`config.mk`:
```
export PLATFORM = sky130hd
export DESIGN_NAME = sobel_window_ctrl
export DESIGN_NICKNAME = d
export VERILOG_FILES = /design/src/rtl/sobel_window_ctrl.sv
export SDC_FILE = /design/constraint.sdc
export NUM_CORES = 1
export LEC_CHECK = 0
export CORE_MARGIN = 2
export CORE_UTILIZATION = 35
export CTS_CLUSTER_SIZE = 40
export DETAILED_ROUTE_END_ITERATION = 10
export SETUP_SLACK_MARGIN = 0.15
export SKIP_CTS_REPAIR_TIMING = 1
export SLEW_MARGIN = 30
export SYNTH_ARGS = -nofsm -noshare
export SYNTH_HDL_FRONTEND = slang
export SYNTH_SLANG_ARGS = --single-unit
export TNS_END_PERCENT = 30
```
`constraint.sdc`:
```
create_clock -name clock -period 5.1 [get_ports clock]
set_input_delay 1.02 -clock clock [delete_from_list [all_inputs] [get_ports clock]]
set_output_delay 1.02 -clock clock [all_outputs]
set_load 0.05 [all_outputs]
```
`src/rtl/sobel_window_ctrl.sv`:
```
// Sobel 3x3 window sequencer: tracks raster position, drives shift/line-buffer enables, flags complete windows.
// Latency: a window is valid one cycle after the accept of its bottom-right pixel.
// Backpressure: in_ready = !win_valid || win_ready (blocked in DRAIN); optional BORDER_OUT_EN adds border beats and flush.
module sobel_window_ctrl #(
    parameter int IMG_WIDTH  = 720,
    parameter int IMG_HEIGHT = 540,
    parameter int COL_W      = 10,
    parameter int ROW_W      = 10
) (
    input  logic             clock,
    input  logic             reset,
    input  logic             in_valid,
    output logic             in_ready,
    output logic             shift_en,
    output logic             lb_wr_en,
    output logic             win_valid,
    input  logic             win_ready,
    output logic [COL_W-1:0] win_col,
    output logic [ROW_W-1:0] win_row,
`ifdef BORDER_OUT_EN
    output logic             win_border,
`endif
    output logic             frame_done,
    output logic             busy
);

    localparam logic [COL_W-1:0] COL_LAST = COL_W'(IMG_WIDTH - 1);
    localparam logic [ROW_W-1:0] ROW_LAST = ROW_W'(IMG_HEIGHT - 1);

    typedef enum logic [2:0] {S_IDLE, S_FILL, S_RUN, S_DRAIN, S_DONE} state_t;

    state_t           state_q, state_d;
    logic [COL_W-1:0] col_q, col_d;
    logic [ROW_W-1:0] row_q, row_d;
    logic             win_valid_q, win_valid_d;
    logic [COL_W-1:0] win_col_q, win_col_d;
    logic [ROW_W-1:0] win_row_q, win_row_d;

    logic             out_free, accept, flush, last_px, beat;
    logic [COL_W-1:0] beat_col;
    logic [ROW_W-1:0] beat_row;

`ifdef BORDER_OUT_EN
    localparam int FW = COL_W + 1;
    localparam logic [FW-1:0] FLUSH_N = FW'(IMG_WIDTH + 1);
    logic [FW-1:0]    flush_q, flush_d;
    logic [COL_W-1:0] ocol_q, ocol_d;
    logic [ROW_W-1:0] orow_q, orow_d;
    logic             win_border_q, win_border_d, beat_border;
`endif

    // Handshake, enables and the coordinates of the beat produced this cycle
    always_comb begin
        out_free = !win_valid_q || win_ready;
        in_ready = out_free && (state_q != S_DRAIN);
        accept   = in_valid && in_ready;
        last_px  = (col_q == COL_LAST) && (row_q == ROW_LAST);
        flush    = 1'b0;
`ifdef BORDER_OUT_EN
        // Centre trails input by one row plus one column; border centres are flagged so downstream writes zero
        flush       = (state_q == S_DRAIN) && (flush_q != '0) && out_free;
        beat        = (accept && ((row_q >= ROW_W'(2)) || ((row_q == ROW_W'(1)) && (col_q != '0)))) || flush;
        beat_col    = ocol_q;
        beat_row    = orow_q;
        beat_border = (orow_q == '0) || (orow_q == ROW_LAST) || (ocol_q == '0) || (ocol_q == COL_LAST);
`else
        beat     = accept && (row_q >= ROW_W'(2)) && (col_q >= COL_W'(2));
        beat_col = col_q - COL_W'(1);
        beat_row = row_q - ROW_W'(1);
`endif
        shift_en = accept || flush;
        lb_wr_en = accept || flush;
    end

    // Raster position of the next input pixel; wraps at end of line and frame
    always_comb begin
        col_d = col_q;
        row_d = row_q;
        if (accept) begin
            if (col_q == COL_LAST) begin
                col_d = '0;
                row_d = (row_q == ROW_LAST) ? '0 : row_q + ROW_W'(1);
            end else begin
                col_d = col_q + COL_W'(1);
            end
        end
    end

`ifdef BORDER_OUT_EN
    // Output centre position, advanced once per produced beat
    always_comb begin
        ocol_d = ocol_q;
        orow_d = orow_q;
        if (beat) begin
            if (ocol_q == COL_LAST) begin
                ocol_d = '0;
                orow_d = (orow_q == ROW_LAST) ? '0 : orow_q + ROW_W'(1);
            end else begin
                ocol_d = ocol_q + COL_W'(1);
            end
        end
    end
`endif

    // Single output stage: load on a new beat, otherwise clear once consumed
    always_comb begin
        win_valid_d = win_valid_q;
        win_col_d   = win_col_q;
        win_row_d   = win_row_q;
`ifdef BORDER_OUT_EN
        win_border_d = win_border_q;
`endif
        if (beat) begin
            win_valid_d = 1'b1;
            win_col_d   = beat_col;
            win_row_d   = beat_row;
`ifdef BORDER_OUT_EN
            win_border_d = beat_border;
`endif
        end else if (win_ready) begin
            win_valid_d = 1'b0;
        end
    end

    // Frame sequencing FSM: next state and status outputs
    always_comb begin
        state_d    = state_q;
        frame_done = 1'b0;
        busy       = (state_q != S_IDLE);
`ifdef BORDER_OUT_EN
        flush_d = flush ? flush_q - FW'(1) : flush_q;
`endif
        case (state_q)
            S_IDLE:  if (accept) state_d = S_FILL;
            S_FILL:  if (accept && (col_q == COL_LAST) && (row_q == ROW_W'(1))) state_d = S_RUN;
            S_RUN: begin
                if (accept && last_px) begin
                    state_d = S_DRAIN;
`ifdef BORDER_OUT_EN
                    flush_d = FLUSH_N;
`endif
                end
            end
            S_DRAIN: begin
`ifdef BORDER_OUT_EN
                if (win_valid_q && win_ready && (flush_q == '0)) state_d = S_DONE;
`else
                if (win_valid_q && win_ready) state_d = S_DONE;
`endif
            end
            S_DONE: begin
                frame_done = 1'b1;
                // A pixel offered during DONE already belongs to the next frame
                state_d    = accept ? S_FILL : S_IDLE;
            end
            default: state_d = S_IDLE;
        endcase
    end

    // State register with synchronous reset that discards any partial frame
    always_ff @(posedge clock) begin
        if (reset) begin
            state_q     <= S_IDLE;
            col_q       <= '0;
            row_q       <= '0;
            win_valid_q <= 1'b0;
            win_col_q   <= '0;
            win_row_q   <= '0;
`ifdef BORDER_OUT_EN
            flush_q      <= '0;
            ocol_q       <= '0;
            orow_q       <= '0;
            win_border_q <= 1'b0;
`endif
        end else begin
            state_q     <= state_d;
            col_q       <= col_d;
            row_q       <= row_d;
            win_valid_q <= win_valid_d;
            win_col_q   <= win_col_d;
            win_row_q   <= win_row_d;
`ifdef BORDER_OUT_EN
            flush_q      <= flush_d;
            ocol_q       <= ocol_d;
            orow_q       <= orow_d;
            win_border_q <= win_border_d;
`endif
        end
    end

    assign win_valid = win_valid_q;
    assign win_col   = win_col_q;
    assign win_row   = win_row_q;
`ifdef BORDER_OUT_EN
    assign win_border = win_border_q;
`endif

endmodule

```
# == Word level (Yosys, flattened, before mapping) ==
# Index checks and enable logic that the tools add are counted.
# totals
regBits,44
input_bits,4
output_inout_bits,26
# classes
add_sub_neg,4
n_lt_le_gt_ge,2
n_eq_ne,12
mux,11
reduce_logical,16
# ops
cell,count
$add A10 B1 Y10 const B,2
$eq A10 B10 Y1 const B,2
$ge A10 B2 Y1 const B,2
$mux W10,2
$sub A10 B1 Y10 const B,2
$pmux W3 S5,1
$mux W3,4
$eq A10 B1 Y1 const B,1
$logic_and A1 B1 Y1,9
$ne A2 B2 Y1 const B,4
$eq A3 B2 Y1 const B,2
$mux W1,4
$reduce_and A4 Y1,1
$eq A3 B1 Y1 const B,1
$eq A3 B3 Y1 const B,1
$logic_not A3 Y1,1
$ne A3 B2 Y1 const B,1
$reduce_bool A3 Y1,1
$reduce_and A2 Y1,1
$reduce_bool A2 Y1,1
$logic_not A1 Y1,1
$logic_or A1 B1 Y1,1

# == Longest topological paths before layout ==
# Gate-level depths: netlist of run 1.
# depth
depth_word,8
mapped_depth,8

# == Worst setup path after synthesis of run 1 ==
# No wires, ideal clock.
# synth_path
path_type,input-to-output
from,input win_ready
to,output shift_en
t_arrival_ps,2074
setup_slack_ps,2006
stages,3
n_path_buf,1
path_cell_list,nor2b_1 nor3b_4 buf_4
# synth_via
elab_chain_cells,3
# synth_rtl
element,line,source
start: declaration,17,"input logic win_ready,"
$logic_or A1 B1 Y1,54,out_free = !win_valid_q || win_ready;
$logic_and A1 B1 Y1,55,in_ready = out_free && (state_q != S_DRAIN);
$logic_and A1 B1 Y1,56,accept = in_valid && in_ready;
end: declaration,14,"output logic shift_en,"
# No other way between the ends.

# == Worst setup path in the final report of run 1 ==
# layout_path
from,input win_ready
to,output lb_wr_en
# layout_via
elab_chain_cells,3
# layout_rtl
element,line,source
$logic_or A1 B1 Y1,54,
$logic_and A1 B1 Y1,55,
$logic_and A1 B1 Y1,56,
end: declaration,15,"output logic lb_wr_en,"
# No other way between the ends.

==> flow_summary.json, run 1 <==
{
  "power_leakage_nw": 1.04,
  "syn-num-nets": 279,
  "first_pass_iters": 4,
  "synth_top_area_share_pct": 36.4,
  "drtAntennaViolNets": 0,
  "syn_area_um2": 2420,
  "wire_per_inst_um": 13.3,
  "root_buffer": "clkbuf_8",
  "cts_max_level": 2,
  "synth_area_leader_cell": "dfxtp_1",
  "clk_pin_slew_worst_paths_ns": 0.08,
  "ys.flop_type": "dfxtp_1",
  "rr_startpoint": "state_q[2]",
  "period_needed_ns": 3.96,
  "start_kind": "input port",
  "cts_buffers": 5,
  "syn-instance-count": 268,
  "status": "completed",
  "vias_per_cell": 5.10,
  "synthTopCellsByArea": "dfxtp_1, a211oi_2, nor2_1",
  "synth_top_family_by_area": "simple AND/OR/NAND/NOR gates",
  "num_vias": 1866,
  "worst_skew_pair.late_latency_ns": 0.30,
  "diodes": 0,
  "slew_violations": 0,
  "rr_endpoint": "win_row[7]",
  "cp_max_fo": 8,
  "max_cap_violations": 0,
  "p_switching_w": 0.000173,
  "cts_tree": "done",
  "core_area_um2": 6760,
  "num-nets-final": 296,
  "hp-start": "win_row[4]",
  "critical_path_required_ns": 4.08,
  "syn_avg_cell_area_um2": 9.02,
  "dieWidth_um": 87.1,
  "ioPinCount": 30,
  "drc": 0,
  "ir_worst_vdd_uv": 109,
  "fin_util_pct": 41.8,
  "synth_adder_area_share_pct": 3.62,
  "grt_pass1_wl_mm": 8.44,
  "die_area_um2": 7590,
  "hpwl_mm": 3.35,
  "max_slew.worst_pin.slew_ns": 0.516,
  "totalWireLength_mm": 4.87,
  "tns_ns": 0,
  "start_util_pct": 35.8,
  "fmax_mhz": 253,
  "synthArstFlopShare_pct": 0,
  "p_int_w": 0.000521,
  "cp-end-kind": "output port",
  "placementRows": 30,
  "gp_congestion": 0.784,
  "ff2ff_path_depth": 5,
  "synth_cell_type_count": 47,
  "drive_gt1_share_pct": 12.9,
  "hold_depth": 2,
  "hold_end": "win_row[4]",
  "clkPwrFrac_pct": 38.5,
  "r2r_setup_slack_ns": 2.85,
  "max_slew_margin_pct": 65.6,
  "overflow": 0,
  "critPathArrivalTime_ns": 2.94,
  "fin_crit_sh_pct": 77.6,
  "power_frac_seq_pct": 51.1,
  "skew_ns": 0.00503,
  "ys_ff_latch": 44,
  "final_common_cell": "nor2_1",
  "fp.dieH_um": 87.1,
  "ys_seq_area_share_pct": 36.4,
  "cp_cell_sequence": "clkdlybuf4s50_1, nor2b_1, nor3b_4, clkdlybuf4s50_1",
  "synthMuxAreaShare_pct": 0.828,
  "place.port_buffers": 29,
  "p_comb_share_pct": 10.5,
  "hold_viol": 0,
  "setup_violations": 0,
  "grt_pass1_vias": 1745,
  "grt_use_total_pct": 13.8,
  "path_class": "input port to output port",
  "area_growth_pct": 16.8,
  "grt_max_degree": 41,
  "cp_common_cell": "clkdlybuf4s50_1",
  "synth_edf_count": 0,
  "swShare_pct": 24.9,
  "synthSimpleGateAreaFrac_pct": 27.1,
  "synth-compound-area-share_pct": 14.7,
  "ctsLongestPathBuffers": 2,
  "power_w": 0.000694,
  "cpPeakStageDelay_ns": 0.89,
  "yosys.area_share.xor_xnor_pct": 12.0,
  "first_iter_violations": 97,
  "final_cell_mix": "nor2_1, dfxtp_1, clkdlybuf4s50_1, xnor2_1, a211oi_2",
  "cpMaxStageDelayCell": "clkdlybuf4s50_1",
  "min_path_type": "flip-flop to flip-flop",
  "antenna_found_initial": 0,
  "clkSinkCount": 44,
  "ys_warn_count": 0,
  "powerDensity_nw_per_um2": 246,
  "rsz0062_at_grt": "no"
}
[cells in the mapped netlist, drive strengths merged (2+ instances only)]
library cell and n:
a21oi 2, mux2i 2, nor2b 5, o31ai 2
xor2 12, and3 4, and3b 2, or3b 2
nand2 13, or3 2, xnor2 21, ha 7
inv 7, nor3 8, dfxtp 44, nor3b 3
a311oi 2, a211oi 18, nor2 51, nand4 7
buf 9, nor4 10, nand3 10, clkbuf 11
[power by group through the flow]
stage	registers (W)	logic [W]	clock network [W]
after floorplan	0.000357	0.0000596	0
after detailed placement	0.000362	0.0000728	0
after global placement	0.000362	0.0000726	0
after global routing	0.000355	0.0000795	0.000284
final	0.000354	0.0000727	0.000267
after CTS	0.000354	0.0000734	0.000275
[through the flow]
step / hold WS [ns] / instances / instance area (um2) / worst slack, ns
after CTS: 0.530 / 366 / 2820 / 1.16
after global routing: 0.554 / 366 / 2830 / 1.09
final: 0.524 / 366 / 2830 / 1.14
after floorplan: 0.512 / 268 / 2420 / 2.01
after global placement: 0.507 / 358 / 2710 / 1.20
after detailed placement: 0.516 / 358 / 2710 / 1.17
[final cells by class]
| type | count | area, um2 |
|---|---|---|
| fill | 693 | 3930 |
| multi-input combinational | 197 | 1410 |
| sequential | 44 | 881 |
| timing repair buffer | 30 | 298 |
| tap | 80 | 100 |
| clock buffer | 6 | 72.6 |
| clock inverter | 2 | 35.0 |
| inverter | 7 | 26.3 |
[worst max-delay path, delay by kind of cell]
family | cells | cell delay [ns]
AND/OR/NAND/NOR | 2 | 0.53
buffers and inverters | 2 | 1.38
[state kept, by name (all words and copies together), names as in the netlist]
| signal | count |
|---|---|
| col_q | 10 |
| row_q | 10 |
| win_col | 10 |
| win_row | 10 |
| state_q | 3 |
| win_valid | 1 |
[logic make-up (layout without fill, tap and decap cells)]
kind of cell             count (synthesis)  after routing
adder cells (fa/ha/maj)                  7              7
XOR/XNOR                                33             33
AND/OR/NAND/NOR                        123            123
multiplexers                             2              2
buffers and inverters                   27             45
AO/OA/AOI/OAI                           32             32
flip-flops                              44             44
[per-layer routing]
layer / vias to the layer above / wire, um / global-route usage (%)
li1: 964 / - / -
met1: 862 / 2680 / 20.6
met2: 35 / 1940 / 19.7
met3: 5 / 166 / 2.84
met4: 0 / 82 / 4.62
met5: - / 0 / 0
[worst max-delay path by stage]
stage | to | depth (start not counted) | slack, ns | from
after CTS | shift_en | 4 | 1.16 | win_ready
final | lb_wr_en | 4 | 1.14 | win_ready
after global placement | shift_en | 4 | 1.20 | win_ready
after floorplan | shift_en | 3 | 2.01 | win_ready
after global routing | shift_en | 4 | 1.09 | win_ready
after detailed placement | shift_en | 4 | 1.17 | win_ready
(Power assumes the default switching activity.)
==> run 2, diff against run 1 <==
Clock period 5.1 ns to 3.45 ns, I/O delays scaled along.
==> flow_summary.json, run 2 (synthesis results as in run 1) <==
{
  "status": "completed",
  "r2r_setup_slack_ns": 1.23,
  "diodes": 0,
  "setup_violations": 0,
  "dieWidth_um": 87.1,
  "grt_max_degree": 41,
  "placementRows": 30,
  "rr_startpoint": "state_q[2]",
  "ioPinCount": 30,
  "hold_viol": 0,
  "clk_pin_slew_worst_paths_ns": 0.08,
  "tns_ns": 0,
  "totalWireLength_mm": 4.73,
  "area_growth_pct": 17.5,
  "path_class": "input port to output port",
  "overflow": 0,
  "period_needed_ns": 2.92,
  "first_iter_violations": 102,
  "wire_per_inst_um": 12.9,
  "max_slew_margin_pct": 65.2,
  "gp_congestion": 0.790,
  "hp-start": "win_col[1]",
  "grt_pass1_vias": 1626,
  "ctsLongestPathBuffers": 2,
  "clkSinkCount": 44,
  "rsz0062_at_grt": "no",
  "root_buffer": "clkbuf_8",
  "num_vias": 1866,
  "first_pass_iters": 4,
  "ir_worst_vdd_uv": 155,
  "die_area_um2": 7590,
  "fin_crit_sh_pct": 84.6,
  "placed_area_um2": 2710,
  "cts_buffers": 5,
  "worst_skew_pair.late_latency_ns": 0.30,
  "cts_max_level": 2,
  "drtAntennaViolNets": 0,
  "powerDensity_nw_per_um2": 383,
  "cp_max_fo": 4,
  "setup_ws_ns": 0.531,
  "critPathArrivalTime_ns": 2.23,
  "min_path_type": "flip-flop to flip-flop",
  "antenna_found_initial": 0,
  "fin_area_um2": 2840,
  "fp.dieH_um": 87.1,
  "cp-end-kind": "output port",
  "skew_ns": 0.00591,
  "nFillCells": 684,
  "start_kind": "input port",
  "hpwl_mm": 3.28,
  "startpoint": "win_ready",
  "place.port_buffers": 29,
  "grt_use_total_pct": 13.7,
  "core_area_um2": 6760,
  "power_leakage_nw": 1.05,
  "final_cell_mix": "nor2_1, dfxtp_1, clkdlybuf4s50_1, xnor2_1, a211oi_2",
  "vias_per_cell": 5.10,
  "max_slew.worst_pin.slew_ns": 0.518,
  "fmax_mhz": 343,
  "slew_violations": 0,
  "num-nets-final": 297,
  "preCtsSetupSlack_ns": 0.532,
  "grt_pass1_wl_mm": 8.11,
  "drc": 0,
  "critical_path_required_ns": 2.76,
  "max_cap_violations": 0,
  "cts_tree": "done",
  "drive_gt1_share_pct": 13.6,
  "final_common_cell": "nor2_1",
  "start_util_pct": 35.8
}
==> run 2: cell count changes in the layout (fill, tap and decap cells not counted) <==
cell	delta
clkinv_2	-1
bufinv_16	+1
nor4b_2	-1
buf_4	+3
nor4b_1	+1
clkbuf_1	-1
clkdlybuf4s50_1	-2
==> run 2: worst paths after layout <==
| kind | endpoint | cells past startpoint |
|---|---|---|
| setup / recovery | in_ready | 4 |
| hold / removal | win_col[1] | 2 |
| setup reg to reg | win_row[0] | 5 |
| hold reg to reg | win_col[1] | 2 |
==> run 2: where the power goes <==
group	internal (W)	switching, W	total (W)
logic	0.0000427	0.0000633	0.000106
clock network	0.000285	0.000175	0.000460
registers	0.000512	0.0000107	0.000523
==> run 2: cell type report <==
class	instances	area (um2)	area share [%]
well taps	80	100	3.52
clock inverters	2	60.1	2.11
flip-flops and latches	44	881	31.0
clock buffers	5	68.8	2.42
multi-input cells	197	1410	49.5
repair buffers	31	300	10.6
inverters	7	26.3	0.924
==> run 2: layer usage <==
| metal | up-vias | wire [um] | track usage [%] |
|---|---|---|---|
| met4 | 0 | 94 | 5.87 |
| li1 | 972 | - | - |
| met2 | 31 | 1860 | 18.0 |
| met3 | 6 | 152 | 3.13 |
| met5 | - | 0 | 0 |
| met1 | 857 | 2620 | 21.0 |
==> run 2: metrics by stage <==
step                std cells  hold WS, ns  util (%)  power, W
global placement          359        0.494      40.2  0.000642
detailed placement        359        0.515      40.2  0.000642
global route              366        0.544      42.1   0.00114
floorplan                 268        0.512         -  0.000616
CTS                       366        0.535      42.1   0.00110
finish                    366        0.532      42.1   0.00109
==> run 2: worst max-delay path, cell delays in order <==
cell and delay [ns]:
clkdlybuf4s50_1 0.43, nor2b_1 0.32, nor2_1 0.08, clkdlybuf4s50_1 0.71
